**config.mk**
```make
export PLATFORM = sky130hd
export DESIGN_NAME = vga_scanout_flat
export DESIGN_NICKNAME = d
export VERILOG_FILES = /design/src/rtl/vga_scanout_if.sv /design/src/rtl/vga_scanout.sv /design/src/flat_wrapper.sv
export SDC_FILE = /design/constraint.sdc
export NUM_CORES = 1
export LEC_CHECK = 0
export BUFFER_PORTS_ARGS = -buffer_cell sky130_fd_sc_hd__buf_2
export CORE_MARGIN = 2
export CORE_UTILIZATION = 49
export CTS_BUF_LIST = sky130_fd_sc_hd__clkbuf_4
export DETAILED_ROUTE_END_ITERATION = 7
export GPL_TIMING_DRIVEN = 0
export PLACE_DENSITY = 0.86
export SETUP_SLACK_MARGIN = 0.2
export SLEW_MARGIN = 0
export SYNTH_ARGS = -nofsm -noshare
export SYNTH_HDL_FRONTEND = slang
export SYNTH_SLANG_ARGS = --single-unit
export TNS_END_PERCENT = 20
```
**constraint.sdc**
```tcl
create_clock -name clk -period 4.14 [get_ports clk]
set_clock_uncertainty 0.15 [all_clocks]
set_input_delay 0.207 -clock clk [delete_from_list [all_inputs] [get_ports clk]]
set_output_delay 0.207 -clock clk [all_outputs]
set_load 0.1 [all_outputs]
```
**src/rtl/vga_scanout_if.sv**
```systemverilog
// Memory read port between the VGA scanout engine and the shared data memory.
// The scanout side (master) drives the byte address and the memory side (slave)
// returns the addressed byte one clock later.
interface vga_scanout_if;
  logic [31:0] vga_addr;
  logic [7:0]  out_data_vga;

  modport master (
    output vga_addr,
    input  out_data_vga
  );

  modport slave (
    input  vga_addr,
    output out_data_vga
  );
endinterface

```
**src/rtl/vga_scanout.sv**
```systemverilog
// VGA scanout engine: generates 640x480@60 Hz style timing from the system
// clock, fetches framebuffer bytes through the memory VGA read port and drives
// a grayscale RGB DAC with sync/blank. The framebuffer is shown in the
// top-left corner of the active area; everything else in the active area is
// black.
module vga_scanout #(
  parameter int CLK_DIV  = 2,
  parameter int H_ACTIVE = 640,
  parameter int H_FP     = 16,
  parameter int H_SYNC   = 96,
  parameter int H_BP     = 48,
  parameter int V_ACTIVE = 480,
  parameter int V_FP     = 10,
  parameter int V_SYNC   = 2,
  parameter int V_BP     = 33,
  parameter int IMG_W    = 256,
  parameter int IMG_H    = 256,
  parameter int FB_BASE  = 131072
) (
  input  logic          clk,
  input  logic          rst_n,
  vga_scanout_if.master mem_if,
  output logic [7:0]    o_red,
  output logic [7:0]    o_green,
  output logic [7:0]    o_blue,
  output logic          o_hsync,
  output logic          o_vsync,
  output logic          o_blank_n,
  output logic          o_sync_n,
  output logic          o_vga_clk,
  output logic          o_frame_start
);

  localparam int H_TOTAL   = H_ACTIVE + H_FP + H_SYNC + H_BP;
  localparam int V_TOTAL   = V_ACTIVE + V_FP + V_SYNC + V_BP;
  localparam int H_W       = $clog2(H_TOTAL);
  localparam int V_W       = $clog2(V_TOTAL);
  localparam int DIV_W     = $clog2(CLK_DIV);
  localparam int IMG_SHIFT = $clog2(IMG_W);

  localparam logic [DIV_W-1:0] DIV_LAST = DIV_W'(CLK_DIV - 1);
  localparam logic [DIV_W-1:0] DIV_HALF = DIV_W'(CLK_DIV / 2);
  localparam logic [H_W-1:0]   H_LAST   = H_W'(H_TOTAL - 1);
  localparam logic [V_W-1:0]   V_LAST   = V_W'(V_TOTAL - 1);
  localparam logic [H_W-1:0]   H_ACT    = H_W'(H_ACTIVE);
  localparam logic [V_W-1:0]   V_ACT    = V_W'(V_ACTIVE);
  localparam logic [H_W-1:0]   HS_FIRST = H_W'(H_ACTIVE + H_FP);
  localparam logic [H_W-1:0]   HS_LAST  = H_W'(H_ACTIVE + H_FP + H_SYNC - 1);
  localparam logic [V_W-1:0]   VS_FIRST = V_W'(V_ACTIVE + V_FP);
  localparam logic [V_W-1:0]   VS_LAST  = V_W'(V_ACTIVE + V_FP + V_SYNC - 1);
  localparam logic [H_W-1:0]   IMG_W_H  = H_W'(IMG_W);
  localparam logic [V_W-1:0]   IMG_H_V  = V_W'(IMG_H);
  localparam logic [31:0]      FB_BASE32 = 32'(FB_BASE);

  // Scan position and pixel-rate divider
  logic [DIV_W-1:0] r_divCnt;
  logic [H_W-1:0]   r_hCnt;
  logic [V_W-1:0]   r_vCnt;

  // Registered memory address and DAC-facing outputs
  logic [31:0] r_vgaAddr;
  logic [7:0]  r_pixel;
  logic        r_hsync;
  logic        r_vsync;
  logic        r_blankN;
  logic        r_vgaClk;
  logic        r_frameStart;

  // Combinational helpers
  logic             w_pixTick;
  logic [DIV_W-1:0] w_divNext;
  logic [H_W-1:0]   w_hNext;
  logic [V_W-1:0]   w_vNext;
  logic             w_inImgNext;
  logic [31:0]      w_addrNext;
  logic             w_inImg;
  logic             w_active;
  logic [7:0]       w_pixel;
  logic             w_hsyncN;
  logic             w_vsyncN;
  logic             w_frameEnd;

  assign w_pixTick = (r_divCnt == DIV_LAST);

  // Next divider and scan position; the raster only moves on a pixel tick
  always_comb begin
    w_divNext = w_pixTick ? '0 : r_divCnt + DIV_W'(1);
    w_hNext   = r_hCnt;
    w_vNext   = r_vCnt;
    if (w_pixTick) begin
      if (r_hCnt == H_LAST) begin
        w_hNext = '0;
        w_vNext = (r_vCnt == V_LAST) ? '0 : r_vCnt + V_W'(1);
      end else begin
        w_hNext = r_hCnt + H_W'(1);
      end
    end
  end

  // Address is formed from the upcoming position so it settles on the same
  // edge as the counters, giving the 1-clk memory a whole pixel period
  always_comb begin
    w_inImgNext = (w_hNext < IMG_W_H) && (w_vNext < IMG_H_V);
    w_addrNext  = FB_BASE32;
    if (w_inImgNext) begin
      w_addrNext = FB_BASE32 + (32'(w_vNext) << IMG_SHIFT) + 32'(w_hNext);
    end
  end

  // Video attributes of the position currently held by the counters
  always_comb begin
    w_active   = (r_hCnt < H_ACT) && (r_vCnt < V_ACT);
    w_inImg    = (r_hCnt < IMG_W_H) && (r_vCnt < IMG_H_V);
    w_pixel    = (w_active && w_inImg) ? mem_if.out_data_vga : 8'h00;
    w_hsyncN   = !((r_hCnt >= HS_FIRST) && (r_hCnt <= HS_LAST));
    w_vsyncN   = !((r_vCnt >= VS_FIRST) && (r_vCnt <= VS_LAST));
    w_frameEnd = w_pixTick && (r_hCnt == H_LAST) && (r_vCnt == V_LAST);
  end

  // Divider and raster counters
  always_ff @(posedge clk or negedge rst_n) begin
    if (!rst_n) begin
      r_divCnt <= '0;
      r_hCnt   <= '0;
      r_vCnt   <= '0;
    end else begin
      r_divCnt <= w_divNext;
      r_hCnt   <= w_hNext;
      r_vCnt   <= w_vNext;
    end
  end

  // Memory read address, refreshed every clock
  always_ff @(posedge clk or negedge rst_n) begin
    if (!rst_n) begin
      r_vgaAddr <= FB_BASE32;
    end else begin
      r_vgaAddr <= w_addrNext;
    end
  end

  // Output stage: on the tick that leaves a position, publish that position
  always_ff @(posedge clk or negedge rst_n) begin
    if (!rst_n) begin
      r_pixel  <= 8'h00;
      r_hsync  <= 1'b1;
      r_vsync  <= 1'b1;
      r_blankN <= 1'b0;
    end else if (w_pixTick) begin
      r_pixel  <= w_pixel;
      r_hsync  <= w_hsyncN;
      r_vsync  <= w_vsyncN;
      r_blankN <= w_active;
    end
  end

  // DAC sample clock and end-of-frame pulse
  always_ff @(posedge clk or negedge rst_n) begin
    if (!rst_n) begin
      r_vgaClk     <= 1'b0;
      r_frameStart <= 1'b0;
    end else begin
      r_vgaClk     <= (w_divNext >= DIV_HALF);
      r_frameStart <= w_frameEnd;
    end
  end

  assign mem_if.vga_addr = r_vgaAddr;
  assign o_red           = r_pixel;
  assign o_green         = r_pixel;
  assign o_blue          = r_pixel;
  assign o_hsync         = r_hsync;
  assign o_vsync         = r_vsync;
  assign o_blank_n       = r_blankN;
  assign o_sync_n        = 1'b0;
  assign o_vga_clk       = r_vgaClk;
  assign o_frame_start   = r_frameStart;

endmodule

```
**src/flat_wrapper.sv**
```systemverilog
// flat-port wrapper written by rule: the top's interface ports become plain ports
module vga_scanout_flat 
#(
  parameter int CLK_DIV  = 2,
  parameter int H_ACTIVE = 640,
  parameter int H_FP     = 16,
  parameter int H_SYNC   = 96,
  parameter int H_BP     = 48,
  parameter int V_ACTIVE = 480,
  parameter int V_FP     = 10,
  parameter int V_SYNC   = 2,
  parameter int V_BP     = 33,
  parameter int IMG_W    = 256,
  parameter int IMG_H    = 256,
  parameter int FB_BASE  = 131072
)
  (clk, rst_n, o_red, o_green, o_blue, o_hsync, o_vsync, o_blank_n, o_sync_n, o_vga_clk, o_frame_start, mem_if_vga_addr, mem_if_out_data_vga);
  vga_scanout_if mem_if_i ();
  input  logic clk;
  input  logic rst_n;
  output logic [7:0] o_red;
  output logic [7:0] o_green;
  output logic [7:0] o_blue;
  output logic o_hsync;
  output logic o_vsync;
  output logic o_blank_n;
  output logic o_sync_n;
  output logic o_vga_clk;
  output logic o_frame_start;
  output wire logic [$bits(mem_if_i.vga_addr)-1:0] mem_if_vga_addr;
  input wire logic [$bits(mem_if_i.out_data_vga)-1:0] mem_if_out_data_vga;
  assign mem_if_vga_addr = mem_if_i.vga_addr;
  assign mem_if_i.out_data_vga = mem_if_out_data_vga;
  vga_scanout #(.CLK_DIV(CLK_DIV), .H_ACTIVE(H_ACTIVE), .H_FP(H_FP), .H_SYNC(H_SYNC), .H_BP(H_BP), .V_ACTIVE(V_ACTIVE), .V_FP(V_FP), .V_SYNC(V_SYNC), .V_BP(V_BP), .IMG_W(IMG_W), .IMG_H(IMG_H), .FB_BASE(FB_BASE)) u_core (.clk(clk), .rst_n(rst_n), .mem_if(mem_if_i), .o_red(o_red), .o_green(o_green), .o_blue(o_blue), .o_hsync(o_hsync), .o_vsync(o_vsync), .o_blank_n(o_blank_n), .o_sync_n(o_sync_n), .o_vga_clk(o_vga_clk), .o_frame_start(o_frame_start));
endmodule
```
==> summary.txt <==
Fillers: 394
RSZ-0062 raised after global routing: false
Root Driver: clkbuf_4
minimum clock period: 3710 ps
clock tree from TritonCTS: yes
Worst Max-Slew Pin Slew: 1380 ps
type of the worst min-delay path: reg -> reg
Peak supply drop: 0.195 mV
setup TNS: 0 ps
PD cells: 307 mW/mm2
share of cells above drive strength 1: 32.9%
Area Growth Syn to Fin: 22.2%
overall die area: 0.00604 mm2
Synth Register Bits: 52
IO Pins: 72
cell taking the most area after synthesis: dfrtp_1
final-report max-slew violation count: 0
share of the synthesized area in the top cell type: 46.0%
antenna violations before repair: 0
crit-path max FO: 10
crit path launch type: register
Avg Cell Area, Syn: 10.4 um2
cell area after synthesis: 0.00266 mm2
routed length per instance: 13.3 um
clk_lat worst skew: 370 ps
Distinct cells, synth: 51
GRT Total Usage: 18.9%
Yosys warning total: 0
Final Hold Fails: 0
CTS Buffer Depth: 2
Mapped Cells: 255
Total Wirelength: 5510 um
Clock transition at path regs: 140 ps
floorplan row count: 26
design area: 0.00326 mm2
post-DP HPWL: 4000 um
drt pass-1 iters: 4
most numerous cell in the Yosys netlist: dfrtp_1
vias per inst: 5.03
H-Tree Depth: 2
Area after DPL: 0.00309 mm2
sequential area share after synthesis: 49.0%
FF/Latch Area: 0.00131 mm2
global-route wire length before repair: 8980 um
CP arrival: 3820 ps
total gr overflow: 0
clk sinks: 52
Layout Nets: 360
top cells by count, synth: dfrtp_1 (49), buf_4 (30), nor2_1 (22)
# Max-Cap Violations: 0
Final Wtd Congestion: 0.844
status: completed
slew margin rel.: 7.10%
number of setup buffers added after CTS: 0
Critical path buffers and inverters: 3
largest net degree at the start of global routing: 53
area occupied by multi-input gates: 0.00110 mm2
final setup vio count: 0
Slowest-stage cell, CP: or4_1
initial core utilization: 51.5%
fraction of registers with async set/reset: 100%
period utilisation layout: 89.5%
Die H: 77.7 um
Die W: 77.7 um
Leak: 1.65 nW
Most used DFF post-synth: dfrtp_1
via count: 2078
ANT nets after route: 0
crit end category: register
core area: 0.00517 mm2
CP max stage delay: 640 ps
Area contributors post-synth: dfrtp_1 (46%), buf_4 (8.5%), ha_1 (3.3%), nor2_1 (3.1%), dfstp_2 (3.0%)
CP top delay family: simple AND/OR/NAND/NOR gates
antenna diode count: 0
vias in the first global route: 1930
critical setup path kind: reg -> reg
number of flops mapped to enable cells by yosys: 0
CP required: 4250 ps
total CTS buffers: 5
IO Port Bufs: 57
fmax: 270 MHz
cell-by-cell trace of the critical path: ha_1, nand4bb_1, buf_2, nor3_1, buf_2, and2_1, nand2_1, o21ai_0, ha_1, inv_1, fa_1, or4_1, xnor2_1, nor2b_1
DRC: 0
initial DRC count: 124
worst paths after layout:
kind	from	end	slack [ps]	cells past startpoint
max	u_core.r_hCnt[1]	u_core.mem_if.vga_addr[12]	430	14
min	u_core.o_vsync	u_core.o_vsync	350	2
max reg2reg	u_core.r_hCnt[1]	u_core.mem_if.vga_addr[12]	430	14
min reg2reg	u_core.o_vsync	u_core.o_vsync	350	2
max in group asynchronous	rst_n	u_core.mem_if.vga_addr[11]	2740	2
min in group asynchronous	rst_n	u_core.mem_if.vga_addr[7]	410	2
metal layers:
metal  share of wire, %  GRT usage [%]  vias up
li1                   -              -     1015
met1                 43           22.7      963
met2                 49           32.7       92
met3                6.7           4.77        8
met4                1.6           6.79        0
met5                  0              0        -
cell usage in the layout (no fill, tap or decap), drive strengths merged, types with 5 or more instances in the layout:
cell type	Yosys	routed
a21oi	5	5
a22o	8	8
and3	7	7
buf	35	93
clkbuf	4	8
conb	2	16
dfrtp	49	49
dlygate4sd3	0	9
ha	7	7
inv	11	11
nand2	12	12
nand3	9	9
nand4	5	5
nor2	22	22
nor3	11	11
nor4	7	7
o21ai	5	5
xnor2	7	7
xor2	8	8
worst register-to-register path, cell delays in order, from the launching register on:
cell and delay (ps):
dfrtp_1 430, ha_1 220, nand4bb_1 110, buf_2 190, nor3_1 230, buf_2 270
and2_1 180, nand2_1 50, o21ai_0 110, ha_1 220, inv_1 60, fa_1 450
or4_1 640, xnor2_1 160, nor2b_1 130
stage by stage:
step                      setup slack [ps]  hold WS, ps  power [mW]  util (%)  instances
after floorplan                        317         -239       0.705         -        269
after global placement                 377          283       0.731      59.7        396
after detailed placement               294          279       0.733      59.7        396
after CTS                              267          348        1.01      62.9        413
after global routing                   212          375        1.04      62.9        413
final                                  434          354        1.00      62.9        413
where the power goes:
| part | leakage (nW) | switching, mW | internal (mW) | total [mW] |
|---|---|---|---|---|
| Sequential | 0.666 | 0.00435 | 0.513 | 0.518 |
| Clock | 0.0403 | 0.147 | 0.124 | 0.271 |
| Combinational | 0.940 | 0.175 | 0.0380 | 0.212 |
timing repair:
item | CTS | global route
hold buffers | 9 | 0
resized for setup | 0 | 3
endpoints found under the setup margin | 0 | 3
hold endpoints to repair | 57 | 0
kinds of logic (layout without fill, tap and decap cells):
| family | after synthesis | count (layout) | synth area share, % |
|---|---|---|---|
| AO/OA/AOI/OAI | 34 | 34 | 10.3 |
| AND/OR/NAND/NOR | 93 | 93 | 19.3 |
| other | 2 | 16 | 0.282 |
| XOR/XNOR | 15 | 15 | 4.93 |
| multiplexers | 1 | 1 | 0.376 |
| flip-flops | 52 | 52 | 49.0 |
| adder cells (fa/ha/maj) | 8 | 8 | 4.04 |
| buffers and inverters | 50 | 124 | 11.8 |
layout make-up:
type	count	share of cell area, %
Buffer	39	8.42
Clock buffer	5	1.15
Clock inverter	3	1.15
Inverter	11	1.27
Multi-Input combinational cell	167	33.7
Sequential cell	52	40.1
Tap cell	70	2.69
Timing Repair Buffer	66	11.5
registers in the layout, indices dropped and copies added, names as in the netlist, 8 cells and up:
| name | cells |
|---|---|
| u_core.r_hCnt | 10 |
| u_core.o_blue | 8 |
| u_core.r_vCnt | 10 |
| u_core.mem_if.vga_addr | 19 |
(Power assumes the default switching activity.)
